===== src/rtl/fifo_pkg.sv =====
// Shared constants and types for the fifo library.
package fifo_pkg;

    localparam int DEF_W_DATA  = 8;
    localparam int DEF_W_DEPTH = 16;
    localparam int DEF_W_ADDR  = $clog2(DEF_W_DEPTH);

    // Types sized for the default configuration.
    typedef logic [DEF_W_DATA-1:0] data_t;
    typedef logic [DEF_W_ADDR:0]   ptr_t;
    typedef logic [DEF_W_ADDR:0]   count_t;

    // True when n is a power of two and at least 2.
    function automatic bit is_pow2(input int n);
        return (n >= 2) && ((n & (n - 1)) == 0);
    endfunction

endpackage


===== src/rtl/ram_sc_sdp.sv =====
// Single-clock simple dual-port RAM with a registered read port.
// Storage is not reset; the read register is, so the read data is defined from reset.
module ram_sc_sdp
    import fifo_pkg::*;
#(
    parameter int W_DATA  = DEF_W_DATA,
    parameter int W_DEPTH = DEF_W_DEPTH,
    localparam int W_ADDR = $clog2(W_DEPTH)
) (
    input  logic              clk,
    input  logic              rst_n,
    input  logic              en_wr,
    input  logic [W_ADDR-1:0] addr_wr,
    input  logic [W_DATA-1:0] data_wr,
    input  logic              en_rd,
    input  logic [W_ADDR-1:0] addr_rd,
    output logic [W_DATA-1:0] data_rd
);

    logic [W_DATA-1:0] mem_q [W_DEPTH];
    logic [W_DATA-1:0] data_rd_d;
    logic [W_DATA-1:0] data_rd_q;

    // Write port: store the word on an enabled write.
    always_ff @(posedge clk) begin
        if (en_wr) begin
            mem_q[addr_wr] <= data_wr;
        end
    end

    // Read data: load on an enabled read, otherwise hold.
    always_comb begin
        data_rd_d = data_rd_q;
        if (en_rd) begin
            data_rd_d = mem_q[addr_rd];
        end
    end

    // Read register.
    always_ff @(posedge clk or negedge rst_n) begin
        if (!rst_n) begin
            data_rd_q <= '0;
        end else begin
            data_rd_q <= data_rd_d;
        end
    end

    assign data_rd = data_rd_q;

endmodule


===== src/rtl/fifo_sc.sv =====
// Single-clock synchronous FIFO with occupancy count, threshold flags and
// sticky overflow/underflow flags, built on ram_sc_sdp.
module fifo_sc
    import fifo_pkg::*;
#(
    parameter int W_DATA   = DEF_W_DATA,
    parameter int W_DEPTH  = DEF_W_DEPTH,
    localparam int W_ADDR  = $clog2(W_DEPTH),
    parameter int AF_LEVEL = W_DEPTH - 2,
    parameter int AE_LEVEL = 2
) (
    input  logic              clk,
    input  logic              rst_n,
    input  logic              push,
    input  logic [W_DATA-1:0] data_in,
    input  logic              pop,
    input  logic              clr_err,
    output logic [W_DATA-1:0] data_out,
    output logic              data_valid,
    output logic              full,
    output logic              empty,
    output logic              almost_full,
    output logic              almost_empty,
    output logic [W_ADDR:0]   count,
    output logic              overflow,
    output logic              underflow
);

    typedef logic [W_ADDR:0] fptr_t;

    localparam fptr_t DEPTH_C = fptr_t'(W_DEPTH);
    localparam fptr_t AF_C    = fptr_t'(AF_LEVEL);
    localparam fptr_t AE_C    = fptr_t'(AE_LEVEL);

    if (!is_pow2(W_DEPTH)) begin : g_bad_depth
        $error("fifo_sc: W_DEPTH must be a power of two >= 2");
    end
    if (!(AE_LEVEL >= 0 && AE_LEVEL < AF_LEVEL && AF_LEVEL <= W_DEPTH)) begin : g_bad_thr
        $error("fifo_sc: thresholds must satisfy 0 <= AE_LEVEL < AF_LEVEL <= W_DEPTH");
    end

    fptr_t wr_ptr_q, wr_ptr_d;
    fptr_t rd_ptr_q, rd_ptr_d;
    fptr_t count_q, count_d;
    logic  full_q, full_d;
    logic  empty_q, empty_d;
    logic  af_q, af_d;
    logic  ae_q, ae_d;
    logic  overflow_q, overflow_d;
    logic  underflow_q, underflow_d;
    logic  data_valid_q, data_valid_d;
    logic  push_ok, pop_ok;

    // Acceptance, pointer/count update, flags from next count, sticky errors.
    always_comb begin
        push_ok = push && !full_q;
        pop_ok  = pop && !empty_q;

        wr_ptr_d = wr_ptr_q;
        rd_ptr_d = rd_ptr_q;
        count_d  = count_q;
        if (push_ok) begin
            wr_ptr_d = wr_ptr_q + fptr_t'(1);
        end
        if (pop_ok) begin
            rd_ptr_d = rd_ptr_q + fptr_t'(1);
        end
        if (push_ok && !pop_ok) begin
            count_d = count_q + fptr_t'(1);
        end else if (pop_ok && !push_ok) begin
            count_d = count_q - fptr_t'(1);
        end

        full_d  = (count_d == DEPTH_C);
        empty_d = (count_d == '0);
        af_d    = (count_d >= AF_C);
        ae_d    = (count_d <= AE_C);

        // A new error in the same cycle as clr_err keeps the flag set.
        overflow_d   = (push && full_q) || (overflow_q && !clr_err);
        underflow_d  = (pop && empty_q) || (underflow_q && !clr_err);
        data_valid_d = pop_ok;
    end

    // State registers.
    always_ff @(posedge clk or negedge rst_n) begin
        if (!rst_n) begin
            wr_ptr_q     <= '0;
            rd_ptr_q     <= '0;
            count_q      <= '0;
            full_q       <= 1'b0;
            empty_q      <= 1'b1;
            af_q         <= 1'b0;
            ae_q         <= 1'b1;
            overflow_q   <= 1'b0;
            underflow_q  <= 1'b0;
            data_valid_q <= 1'b0;
        end else begin
            wr_ptr_q     <= wr_ptr_d;
            rd_ptr_q     <= rd_ptr_d;
            count_q      <= count_d;
            full_q       <= full_d;
            empty_q      <= empty_d;
            af_q         <= af_d;
            ae_q         <= ae_d;
            overflow_q   <= overflow_d;
            underflow_q  <= underflow_d;
            data_valid_q <= data_valid_d;
        end
    end

    ram_sc_sdp #(
        .W_DATA  (W_DATA),
        .W_DEPTH (W_DEPTH)
    ) u_ram (
        .clk     (clk),
        .rst_n   (rst_n),
        .en_wr   (push_ok),
        .addr_wr (wr_ptr_q[W_ADDR-1:0]),
        .data_wr (data_in),
        .en_rd   (pop_ok),
        .addr_rd (rd_ptr_q[W_ADDR-1:0]),
        .data_rd (data_out)
    );

    assign data_valid   = data_valid_q;
    assign full         = full_q;
    assign empty        = empty_q;
    assign almost_full  = af_q;
    assign almost_empty = ae_q;
    assign count        = count_q;
    assign overflow     = overflow_q;
    assign underflow    = underflow_q;

endmodule


===== config.mk =====
export PLATFORM = sky130hd
export DESIGN_NAME = fifo_sc
export DESIGN_NICKNAME = d
export VERILOG_FILES = /design/src/rtl/fifo_pkg.sv /design/src/rtl/ram_sc_sdp.sv /design/src/rtl/fifo_sc.sv
export SDC_FILE = /design/constraint.sdc
export NUM_CORES = 1
export LEC_CHECK = 0
export ABC_AREA = 1
export BUFFER_PORTS_ARGS = -buffer_cell sky130_fd_sc_hd__buf_2
export CORE_MARGIN = 2
export CORE_UTILIZATION = 55
export DETAILED_ROUTE_END_ITERATION = 8
export HOLD_SLACK_MARGIN = 0.08
export PLACE_DENSITY = 0.83
export SKIP_CTS_REPAIR_TIMING = 1
export SLEW_MARGIN = 20
export SYNTH_ARGS = -nofsm -noshare
export SYNTH_HDL_FRONTEND = slang
export SYNTH_SLANG_ARGS = --single-unit
export TNS_END_PERCENT = 10

===== constraint.sdc =====
create_clock -name clk -period 1.45 [get_ports clk]
set_clock_uncertainty 0.1 [all_clocks]
set_input_delay 0 -clock clk [delete_from_list [all_inputs] [get_ports clk]]
set_output_delay 0 -clock clk [all_outputs]
set_load 0.05 [all_outputs]

==> metrics.md, run 1 <==
| Metric | Value |
|---|---|
| Status | `finished with violations` |
| Failing checks | `design-rule violations, negative setup slack` |
| Core Footprint | `approximately 12000 um^2` |
| Via count | `around 5000` |
| Yosys top cell area share | `about three fifths` |
| GRT overflow | `0` |
| Final number of max-transition violations | `0` |
| Hold WC Path Type | `in -> async` |
| CP cell instances | `inv_8 -> clkbuf_16 -> nand2_1 -> nand2_2 -> a21oi_2 -> nand3_2 -> nand3_2 -> nand2_1` |
| Synth top area cells | `edfxtp_1 (59%), nand2_1 (13%), dfrtp_1 (10%)` |
| Highest clock rate | `~600 MHz` |
| Total power | `between 15 and 20 mW` |
| # setup viols final | `between 100 and 150` |
| Final net count | `between 600 and 700` |
| Row count | `39` |
| Largest area contributor in the netlist | `edfxtp_1` |
| P&R area growth vs syn | `27.5%` |
| Register area share after synthesis | `a little over two thirds` |
| Final ANT Viol Nets | `0` |
| Clock transition at the registers of the reported paths | `roughly 70 ps` |
| Drt initial violations | `885` |
| Worst-margin pin slew | `663 ps` |
| Initial core utilization | `about 57%` |
| Largest net degree at the start of global routing | `38` |
| Clk_lat worst skew | `approximately 430 ps` |
| IO Count | `33` |
| Share of layout cells above drive strength 1 | `around 29%` |
| Critical path class | `reg -> reg` |
| First-pass GRT wire length | `approximately 24000 um` |
| # H-tree levels | `4` |
| Placed Cells | `a little under 800` |
| Post-synthesis register bit count | `approximately 160` |
| Final Critical Period | `1660 ps` |
| Clock power share | `23.1%` |
| Worst path slowest cell | `dfrtp_2` |
| Int Pwr | `roughly 10 mW` |
| Net Sw Frac | `a little over two fifths` |
| Crit start category | `flop` |
| Worst path bufs/invs | `2` |
| Flop pwr share | `approximately 33%` |
| Unique masters post-synth | `25` |
| Drt wl/cell | `about 22 um` |
| Combinational group share of total power | `43.4%` |
| Crit-path max cell delay | `~500 ps` |
| Yosys warning total | `0` |
| Most frequent cells in the layout | `nand2_1 (210), edfxtp_1 (128), nand3_1 (73)` |
| Syn_nets | `611` |
| Core Util, Final | `roughly 72%` |
| P_leak | `between 3 and 4 nW` |
| Die Outline Area | `12800 um^2` |
| Post-Syn Area | `approximately 6500 um^2` |
| Max Root-Sink Buffers | `2` |
| CTS sink cnt | `approximately 160` |
| PortBufs | `32` |
| Crit path required time | `about 1700 ps` |
| Routability cong. | `just over 0.9` |
| RSZ-0062 raised after global routing | `yes` |
| Final worst path period share | `114%` |
| Vias in the first global route | `~4600` |
| Hpwl dp | `~10000 um` |
| Worst Setup End Kind | `flop` |
| Hold slack | `roughly 28 ps` |
| Worst VDD drop | `roughly 0.00096 V` |
| Final setup TNS | `-7060 ps` |
| Non-filler cells, final | `a little over 800` |
| Total Routing Usage GR | `approximately 26%` |
| DIE HEIGHT | `113 um` |
| DRT Pass-1 Iters | `7` |
| Largest delay share family, worst path | `flip-flops` |
| Antenna violations before repair | `0` |
| Final Hold Fails | `0` |
| CTS tree | `built` |
| Worst endpoint data arrival time | `roughly 1900 ps` |
| Max-cap violations | `0` |
| CTS Buf Count | `17` |
| Mean Syn Cell Area | `roughly 11 um^2` |
| Switch Pwr | `7.51 mW` |
| Routed WL | `17900 um` |
| Commonest non-fill, non-tap cell in the layout | `nand2_1` |
| Worst rel slew slack | `about 56%` |
| Crit Path Max Fanout | `9` |
| Die X | `113 um` |
| Number of vias per cell | `around 6` |
| Fillers | `roughly 660` |
| Remaining DRCs | `2` |
| Mapped Cells | `591` |
| PD cells | `between 2000 and 2500 nW/um^2` |
| Root Buffer | `clkbuf_16` |
| Antenna diode count | `0` |
| Final WS setup | `-207 ps` |
synthesized netlist by cell type:
cell	instances
o22ai_1	2
xor2_1	7
dfrtp_1	26
inv_2	5
buf_1	1
nor2_1	22
nor2_2	3
o21ai_0	2
clkinv_1	1
nand2_2	6
a21oi_1	10
nand3b_1	1
nand2_1	225
buf_6	3
edfxtp_1	128
dfstp_2	2
nand3_2	2
ha_1	7
buf_2	18
buf_4	4
inv_1	19
o21ai_1	1
nand4_1	1
nand3_1	93
nor2_4	2
power by group through the flow:
stage | clock network [mW] | logic, mW | registers, mW
2_1_floorplan | 0 | 3.68 | 6.67
3_3_place_gp | 0 | 6.14 | 5.98
3_5_place_dp | 0 | 6.41 | 6.02
4_1_cts | 4.07 | 6.53 | 5.94
5_1_grt | 4.34 | 8.28 | 6.05
6_report | 4.15 | 7.80 | 6.01
per-stage QoR:
stage / area (um^2) / setup WS [ps]
after detailed placement: 7270 / -144
final: 8330 / -207
after global placement: 7270 / -70.3
after floorplan: 6710 / -91.4
after global routing: 8330 / -242
after CTS: 7810 / -160
routing by layer:
layer  wire [um]  track usage [%]
met1        6570             32.5
met2        9050             43.1
met3        1540             4.71
met4         762             11.4
met5           0                0
cell families after synthesis:
group / share of synthesized area, %
xor+xnor: 0.939
buf+inv: 3.85
fa+ha+maj: 1.34
simple gates: 23.1
compound gates: 1.19
flops: 69.6
cell type report:
| cell class | count | area [um^2] | area share [%] |
|---|---|---|---|
| clock buffer | 18 | 429 | 5.15 |
| clock inverter | 14 | 115 | 1.38 |
| inverter | 25 | 108 | 1.29 |
| multi-input combinational | 384 | 2080 | 25.0 |
| sequential | 156 | 4560 | 54.7 |
| tap | 143 | 179 | 2.15 |
| timing repair buffer | 88 | 848 | 10.2 |
| timing repair inverter | 1 | 7.51 | 0.0902 |
worst register-to-register path, stage by stage, from the launching register on:
cell	delay, ps
dfrtp_2	500
inv_8	110
clkbuf_16	190
nand2_1	100
nand2_2	70
a21oi_2	200
nand3_2	130
nand3_2	110
nand2_1	50
flip-flops by register name (all words and copies together), names as in the netlist:
register,count
u_ram.data_rd,8
data_valid,1
count,5
almost_empty,1
u_ram.mem_q,128
wr_ptr_q,4
underflow,1
full,1
almost_full,1
empty,1
overflow,1
rd_ptr_q,4
worst paths after layout:
kind / start / endpoint / slack [ps] / cells past startpoint
hold / removal: rst_n / underflow$_DFF_PN0_ / 30 / 2
setup / recovery: rd_ptr_q[0]$_DFFE_PN0P_ / u_ram.data_rd[3]$_DFFE_PN0P_ / -210 / 8
max in group asynchronous: rst_n / count[1]$_DFF_PN0_ / 740 / 2
min in group clk: clr_err / overflow$_DFF_PN0_ / 270 / 3
setup reg to reg: rd_ptr_q[0]$_DFFE_PN0P_ / u_ram.data_rd[3]$_DFFE_PN0P_ / -210 / 8
hold reg to reg: u_ram.data_rd[0]$_DFFE_PN0P_ / u_ram.data_rd[0]$_DFFE_PN0P_ / 400 / 2
No activity file was read; power rests on OpenSTA's default activity.
==> inputs of run 2 (changes only) <==
--- a/config.mk
+++ b/config.mk
@@ -5,7 +5,6 @@
 export SDC_FILE = /design/constraint.sdc
 export NUM_CORES = 1
 export LEC_CHECK = 0
-export ABC_AREA = 1
 export BUFFER_PORTS_ARGS = -buffer_cell sky130_fd_sc_hd__buf_2
 export CORE_MARGIN = 2
 export CORE_UTILIZATION = 55
==> run 2 against run 1 <==
Global-route usage shrank 1.6 points. Largest cell class unchanged. The flow finishes with violations (negative hold slack, negative setup slack). Total power shrank 1.9%. Core utilization grew 1.1 points. Largest power group unchanged. Fmax shrank 4.7%. Setup slack lost 82 ps. Clock power grew 3%. Final cell count shrank 21%. Register-to-register slack lost 80 ps. Synthesized cell count shrank 34%. Routed wire length shrank 18%. Non-clock buffer count grew 16. Critical endpoint is now almost_empty$_DFF_PN1_. Synthesized area shrank 2.3%.
==> metrics.md, run 2 <==
| Metric | Value |
|---|---|
| IO Count | `33 (unchanged)` |
| Dominant synthesized flop cell | `edfxtp_1` |
| Final Hold Fails | `1 (+1)` |
| Hold path depth | `3` |
| Worst Reg-to-Reg Cells | `6 (-2)` |
| Register area share after synthesis | `71.3% (+1.7 points)` |
| Routed WL | `14600 um (-18%)` |
| CTS tree | `built` |
| # H-tree levels | `4 (unchanged)` |
| Synth top area cells | `edfxtp_1 (60%), dfrtp_1 (10%), mux2i_1 (5.8%)` |
| Post-Syn Area | `6380 um^2 (-2.3%)` |
| Clk_lat worst skew | `420 ps (about the same)` |
| GRT overflow | `0 (unchanged)` |
| Drt wl/cell | `22.5 um (+4.0%)` |
| Max reg flops | `128 (unchanged)` |
| PortBufs | `32 (unchanged)` |
| Top-count cell post-synth | `edfxtp_1` |
| Root Buffer | `clkbuf_16` |
| Row count | `39 (unchanged)` |
| Max-cap violations | `0 (unchanged)` |
| Most frequent cells in the layout | `edfxtp_1 (128), buf_4 (35), mux2i_1 (34)` |
| Syn_nets | `410 (-33%)` |
| Total Routing Usage GR | `23.9% (-1.6 points)` |
| Share of layout cells above drive strength 1 | `40.3% (+11 points)` |
| Multi-input logic area | `2020 um^2 (-3.1%)` |
| Worst Setup End Kind | `flop` |
| Reg2Reg Setup Slack | `-290 ps (-80 ps)` |
| Commonest non-fill, non-tap cell in the layout | `edfxtp_1` |
| Routability cong. | `0.855 (-6.7%)` |
| Antenna diode count | `0 (unchanged)` |
| Failing checks | `negative hold slack, negative setup slack` |
| Die X | `112 um (-1.1%)` |
| Worst endpoint data arrival time | `1950 ps (+70 ps)` |
| Via count | `3872 (-22%)` |
| Worst rel slew slack | `53.2% (-2.6 points)` |
| WHS Endpoint | `underflow$_DFF_PN0_` |
| P_leak | `3.01 nW (-9.0%)` |
| Mapped Cells | `390 (-34%)` |
| Crit Path Max Fanout | `7 (-2)` |
| Drt initial violations | `388 (-56%)` |
| Hold wc startpoint | `pop` |
| Largest area contributor in the netlist | `edfxtp_1` |
| Post-synthesis register bit count | `156 (unchanged)` |
| PD cells | `2110 nW/um^2 (-2.1%)` |
| CTS sink cnt | `156 (unchanged)` |
| Pre-CTS setup slack | `-340 ps (-195 ps)` |
| Antenna violations before repair | `0 (unchanged)` |
| # setup viols final | `144 (+15%)` |
| Final setup TNS | `-18620 ps (-11560 ps)` |
| Crit Reg-Reg Startpoint | `empty$_DFF_PN1_` |
| Status | `finished with violations` |
| Crit path required time | `1660 ps (-20 ps)` |
| Sequential Area | `4550 um^2 (about the same)` |
| Hold WC Path Type | `in -> reg` |
| Highest clock rate | `575 MHz (-4.7%)` |
| Placed Cells | `602 (-22%)` |
| Hpwl dp | `9190 um (-8.3%)` |
| Mean Syn Cell Area | `16.4 um^2 (+48%)` |
| Number of vias per cell | `5.94 (-0.96%)` |
| Most common library cells after synthesis | `edfxtp_1 (128), mux2i_1 (37), dfrtp_1 (26), nor2b_1 (20), a211oi_1 (18)` |
| CTS Buf Count | `17 (unchanged)` |
| Final ANT Viol Nets | `0 (unchanged)` |
| R2R Path End | `almost_empty$_DFF_PN1_` |
| Final Critical Period | `1740 ps (+82.2 ps)` |
| RSZ-0062 raised after global routing | `yes` |
| Remaining DRCs | `0 (-2)` |
| Yosys warning total | `0 (unchanged)` |
| Hold slack | `-247 ps (-275 ps)` |
| Worst-margin pin slew | `702 ps (+39.2 ps)` |
| Largest net degree at the start of global routing | `29 (-24%)` |
| Unique masters post-synth | `46 (+84%)` |
| Vias in the first global route | `3981 (-13%)` |
| Critical path class | `reg -> reg` |
| Worst VDD drop | `0.00173 V (+81%)` |
| Crit start category | `flop` |
| Yosys top cell area share | `60.3% (+1.4 points)` |
| Final WS setup | `-289 ps (-82.2 ps)` |
| DIE HEIGHT | `112 um (-1.1%)` |
| Most flop-heavy register | `u_ram.mem_q` |
| Max Root-Sink Buffers | `2 (unchanged)` |
| Final worst path period share | `120% (+5.7 points)` |
| Post-synth EDFFs | `128 (unchanged)` |
| Clock transition at the registers of the reported paths | `60 ps (about the same)` |
| First-pass GRT wire length | `22000 um (-8.8%)` |
| Initial core utilization | `56.1% (-0.60 points)` |
| Fillers | `645 (-2.7%)` |
| Final number of max-transition violations | `0 (unchanged)` |
| Post-synth ARST share | `17.9% (unchanged)` |
| Non-filler cells, final | `652 (-21%)` |
| Die Outline Area | `12500 um^2 (-2.2%)` |
| Core Footprint | `11400 um^2 (-1.3%)` |
| P&R area growth vs syn | `30.9%` |
| Final net count | `516 (-26%)` |
| DRT Pass-1 Iters | `5 (-2)` |
-- run 2: layout make-up --
class	instances	share of cell area, %
Clock buffer	19	5.31
Inverter	7	0.375
Multi-Input combinational cell	210	24.2
Clock inverter	13	1.59
Sequential cell	156	54.6
Timing Repair Buffer	104	11.8
Tap cell	143	2.14
-- run 2: worst max-delay path: stages, from the launching register on --
cell	delay, ps
dfstp_2	530
nand2b_4	170
inv_6	50
nor2_4	160
a22oi_2	120
xnor2_2	210
a2111oi_2	300
-- run 2: worst max-delay path by stage --
stage / start / end / cells past startpoint
finish: empty$_DFF_PN1_ / almost_empty$_DFF_PN1_ / 6
floorplan: empty$_DFF_PN1_ / almost_empty$_DFF_PN1_ / 6
CTS: rd_ptr_q[0]$_DFFE_PN0P_ / u_ram.data_rd[5]$_DFFE_PN0P_ / 4
global placement: rd_ptr_q[0]$_DFFE_PN0P_ / u_ram.data_rd[6]$_DFFE_PN0P_ / 4
detailed placement: rd_ptr_q[0]$_DFFE_PN0P_ / u_ram.data_rd[5]$_DFFE_PN0P_ / 4
global route: empty$_DFF_PN1_ / empty$_DFF_PN1_ / 6
-- run 2: kinds of logic (layout without fill, tap and decap cells) --
| logic type | Yosys count | after routing | synth area share, % |
|---|---|---|---|
| DFF | 156 | 156 | 71.3 |
| and+or+nand+nor | 86 | 86 | 7.87 |
| AOI/OAI and AO/OA | 63 | 63 | 7.69 |
| muxes | 44 | 44 | 8.10 |
| buffers and inverters | 24 | 143 | 1.96 |
| xor gates and xnor gates | 10 | 10 | 1.73 |
| adders and majority gates | 7 | 7 | 1.37 |
-- run 2: layer usage --
| metal | vias to the layer above | part of all wire (%) | GRT usage [%] |
|---|---|---|---|
| met4 | 0 | 2.7 | 9.30 |
| met5 | - | 0 | 0 |
| met2 | 167 | 53 | 41.1 |
| met3 | 34 | 5.3 | 5.72 |
| met1 | 1951 | 39 | 29.5 |
| li1 | 1720 | - | - |
-- run 2: where the power goes --
part	internal [mW]	total, mW	leakage (nW)	switching [mW]
Clock	2.45	4.28	0.270	1.83
Combinational	3.14	7.20	1.26	4.06
Sequential	5.62	6.14	1.49	0.521
Total	11.2	17.6	3.01	6.42
-- run 2: metrics by stage --
stage	total power, mW	hold WS, ps	instance area, um^2	utilization (%)
after global routing	18.4	-231	8350	73.4
final	17.6	-247	8350	73.4
after detailed placement	12.2	-15.7	7270	63.9
after floorplan	9.95	-396	6420	-
after global placement	11.9	-34.7	7270	63.9
after CTS	16.5	-474	7840	69.0
==> inputs of run 3 (changes only) <==
--- a/config.mk
+++ b/config.mk
@@ -11,9 +11,9 @@
 export DETAILED_ROUTE_END_ITERATION = 8
 export HOLD_SLACK_MARGIN = 0.08
 export PLACE_DENSITY = 0.83
+export RECOVER_POWER = 50
 export SKIP_CTS_REPAIR_TIMING = 1
 export SLEW_MARGIN = 20
 export SYNTH_ARGS = -nofsm -noshare
 export SYNTH_HDL_FRONTEND = slang
 export SYNTH_SLANG_ARGS = --single-unit
-export TNS_END_PERCENT = 10
==> run 3 against run 2 <==
The run still ends with negative hold slack, negative setup slack left. Register-to-register slack worse by 90 ps. Via count shrank 0.23%. Critical path depth is the same. Routed wire length grew 1.7%. Sequential share of layout area is 0.58 points higher. Non-clock buffer count is 1 higher. Fmax fell by 5.0%. Total power increased by 1.4%. Clock power fell by 3%. Cell area is 1.0% lower. Die area stayed put. Critical path type unchanged. Largest cell class unchanged. Largest power group unchanged.
==> metrics.md, run 3 (synthesized netlist as in run 2, its figures left out) <==
| Metric | Value |
|---|---|
| Status | `finished with violations` |
| Failing checks | `negative hold slack, negative setup slack` |
| CTS Buf Count | `17 (unchanged)` |
| Final number of max-transition violations | `0 (unchanged)` |
| Worst Setup End Kind | `flop` |
| Final ANT Viol Nets | `0 (unchanged)` |
| Routed WL | `14900 um (+1.7%)` |
| Design area | `8260 um^2 (-1.0%)` |
| Largest net degree at the start of global routing | `29 (unchanged)` |
| CTS tree | `built` |
| Worst-margin pin slew | `830 ps (+127 ps)` |
| CTS sink cnt | `156 (unchanged)` |
| Final Critical Period | `1830 ps (+92.0 ps)` |
| Crit start category | `flop` |
| Max reg flops | `128 (unchanged)` |
| Pre-CTS setup slack | `-321 ps (+19.2 ps)` |
| First-pass GRT wire length | `20900 um (-5.1%)` |
| Final worst path period share | `126% (+6.3 points)` |
| Final WS setup | `-381 ps (-92.0 ps)` |
| # setup viols final | `144 (unchanged)` |
| Commonest non-fill, non-tap cell in the layout | `edfxtp_1` |
| Total Routing Usage GR | `22.7% (-1.2 points)` |
| Hpwl dp | `8640 um (-6.0%)` |
| Critical path class | `reg -> reg` |
| DRT Pass-1 Iters | `6 (+1)` |
| Core Footprint | `11400 um^2 (unchanged)` |
| Worst endpoint data arrival time | `2040 ps (+90 ps)` |
| Worst rel slew slack | `44.7% (-8.5 points)` |
| P&R area growth vs syn | `29.5%` |
| Crit Path Max Fanout | `6 (-1)` |
| DIE HEIGHT | `112 um (unchanged)` |
| Drt initial violations | `425 (+9.5%)` |
| Final Hold Fails | `2 (+1)` |
| Remaining DRCs | `0 (unchanged)` |
| Most flop-heavy register | `u_ram.mem_q` |
| Drt wl/cell | `22.8 um (+1.6%)` |
| Hold WC Path Type | `in -> reg` |
| Antenna diode count | `0 (unchanged)` |
| Die Outline Area | `12500 um^2 (unchanged)` |
| Max-cap violations | `0 (unchanged)` |
| PortBufs | `32 (unchanged)` |
| IO Count | `33 (unchanged)` |
| Worst VDD drop | `0.00138 V (-20%)` |
| Max Root-Sink Buffers | `2 (unchanged)` |
| Share of layout cells above drive strength 1 | `39.8% (-0.47 points)` |
| Placed Instance Area | `7100 um^2 (-2.2%)` |
| Initial core utilization | `56.1% (unchanged)` |
| Highest clock rate | `546 MHz (-5.0%)` |
| Via count | `3863 (-0.23%)` |
| Hold slack | `-236 ps (+11.4 ps)` |
| P_leak | `3.01 nW (-0.26%)` |
| RSZ-0062 raised after global routing | `yes` |
| Total power | `17.9 mW (+1.4%)` |
| Root Buffer | `clkbuf_16` |
| GRT overflow | `0 (unchanged)` |
| Clock transition at the registers of the reported paths | `60 ps (about the same)` |
| Die X | `112 um (unchanged)` |
| Routability cong. | `0.890 (+4.1%)` |
| Row count | `39 (unchanged)` |
| Number of vias per cell | `5.92 (-0.39%)` |
| PD cells | `2160 nW/um^2 (+2.5%)` |
| Vias in the first global route | `3793 (-4.7%)` |
| Crit path required time | `1660 ps (about the same)` |
| Most frequent cells in the layout | `edfxtp_1 (128), buf_4 (43), mux2i_1 (37)` |
| Clk_lat worst skew | `420 ps (about the same)` |
| Antenna violations before repair | `0 (unchanged)` |
| # H-tree levels | `4 (unchanged)` |
| Final net count | `517 (+0.19%)` |
[run 3: changes by cell type in the layout (fill, tap and decap cells not counted), moves of 3 or more]
cell / delta
buf_6: +5
clkbuf_8: +4
clkbuf_1: +9
buf_12: -14
inv_6: -5
ha_1: +3
buf_2: -5
mux2i_1: +3
clkinv_2: +3
buf_4: +8
[run 3: per-stage QoR]
step / TNS, ps / instances / util [%]
2_1_floorplan: -24650 / 390 / -
3_3_place_gp: -22650 / 593 / 62.5
3_5_place_dp: -28100 / 593 / 62.5
4_1_cts: -29930 / 625 / 67.4
5_1_grt: -27730 / 653 / 72.7
6_report: -18630 / 653 / 72.7
[run 3: worst max-delay path: stages (launching register included)]
cell and delay, ps:
dfstp_2 530, nand2b_4 170, inv_6 50, nor2_4 160, a22oi_2 150, xnor2_4 200, nor4_2 350
[run 3: worst paths after layout]
path,start,slack [ps],cells after the start,end
max reg2reg,empty$_DFF_PN1_,-380,6,empty$_DFF_PN1_
max,empty$_DFF_PN1_,-380,6,empty$_DFF_PN1_
min,pop,-240,3,underflow$_DFF_PN0_
min in group asynchronous,rst_n,80,2,data_valid$_DFF_PN0_
min reg2reg,u_ram.data_rd[4]$_DFFE_PN0P_,420,2,u_ram.data_rd[4]$_DFFE_PN0P_
max in group asynchronous,rst_n,660,2,rd_ptr_q[1]$_DFFE_PN0P_
[run 3: metal layers]
layer	vias up	global-route usage, %	share of wire [%]
li1	1728	-	-
met1	1915	27.5	39
met2	178	37.8	52
met3	42	5.50	6.4
met4	0	12.0	3.4
met5	-	0	0
[run 3: power breakdown]
part / switching (mW) / internal, mW
clock network: 1.65 / 2.51
logic: 4.28 / 3.27
registers: 0.529 / 5.63
[run 3: cell type report]
class	instances	area, um^2
fill	651	3110
multi-input combinational	210	2090
sequential	156	4560
clock buffer	27	534
timing repair buffer	105	846
clock inverter	5	30.0
tap	143	179
inverter	7	31.3
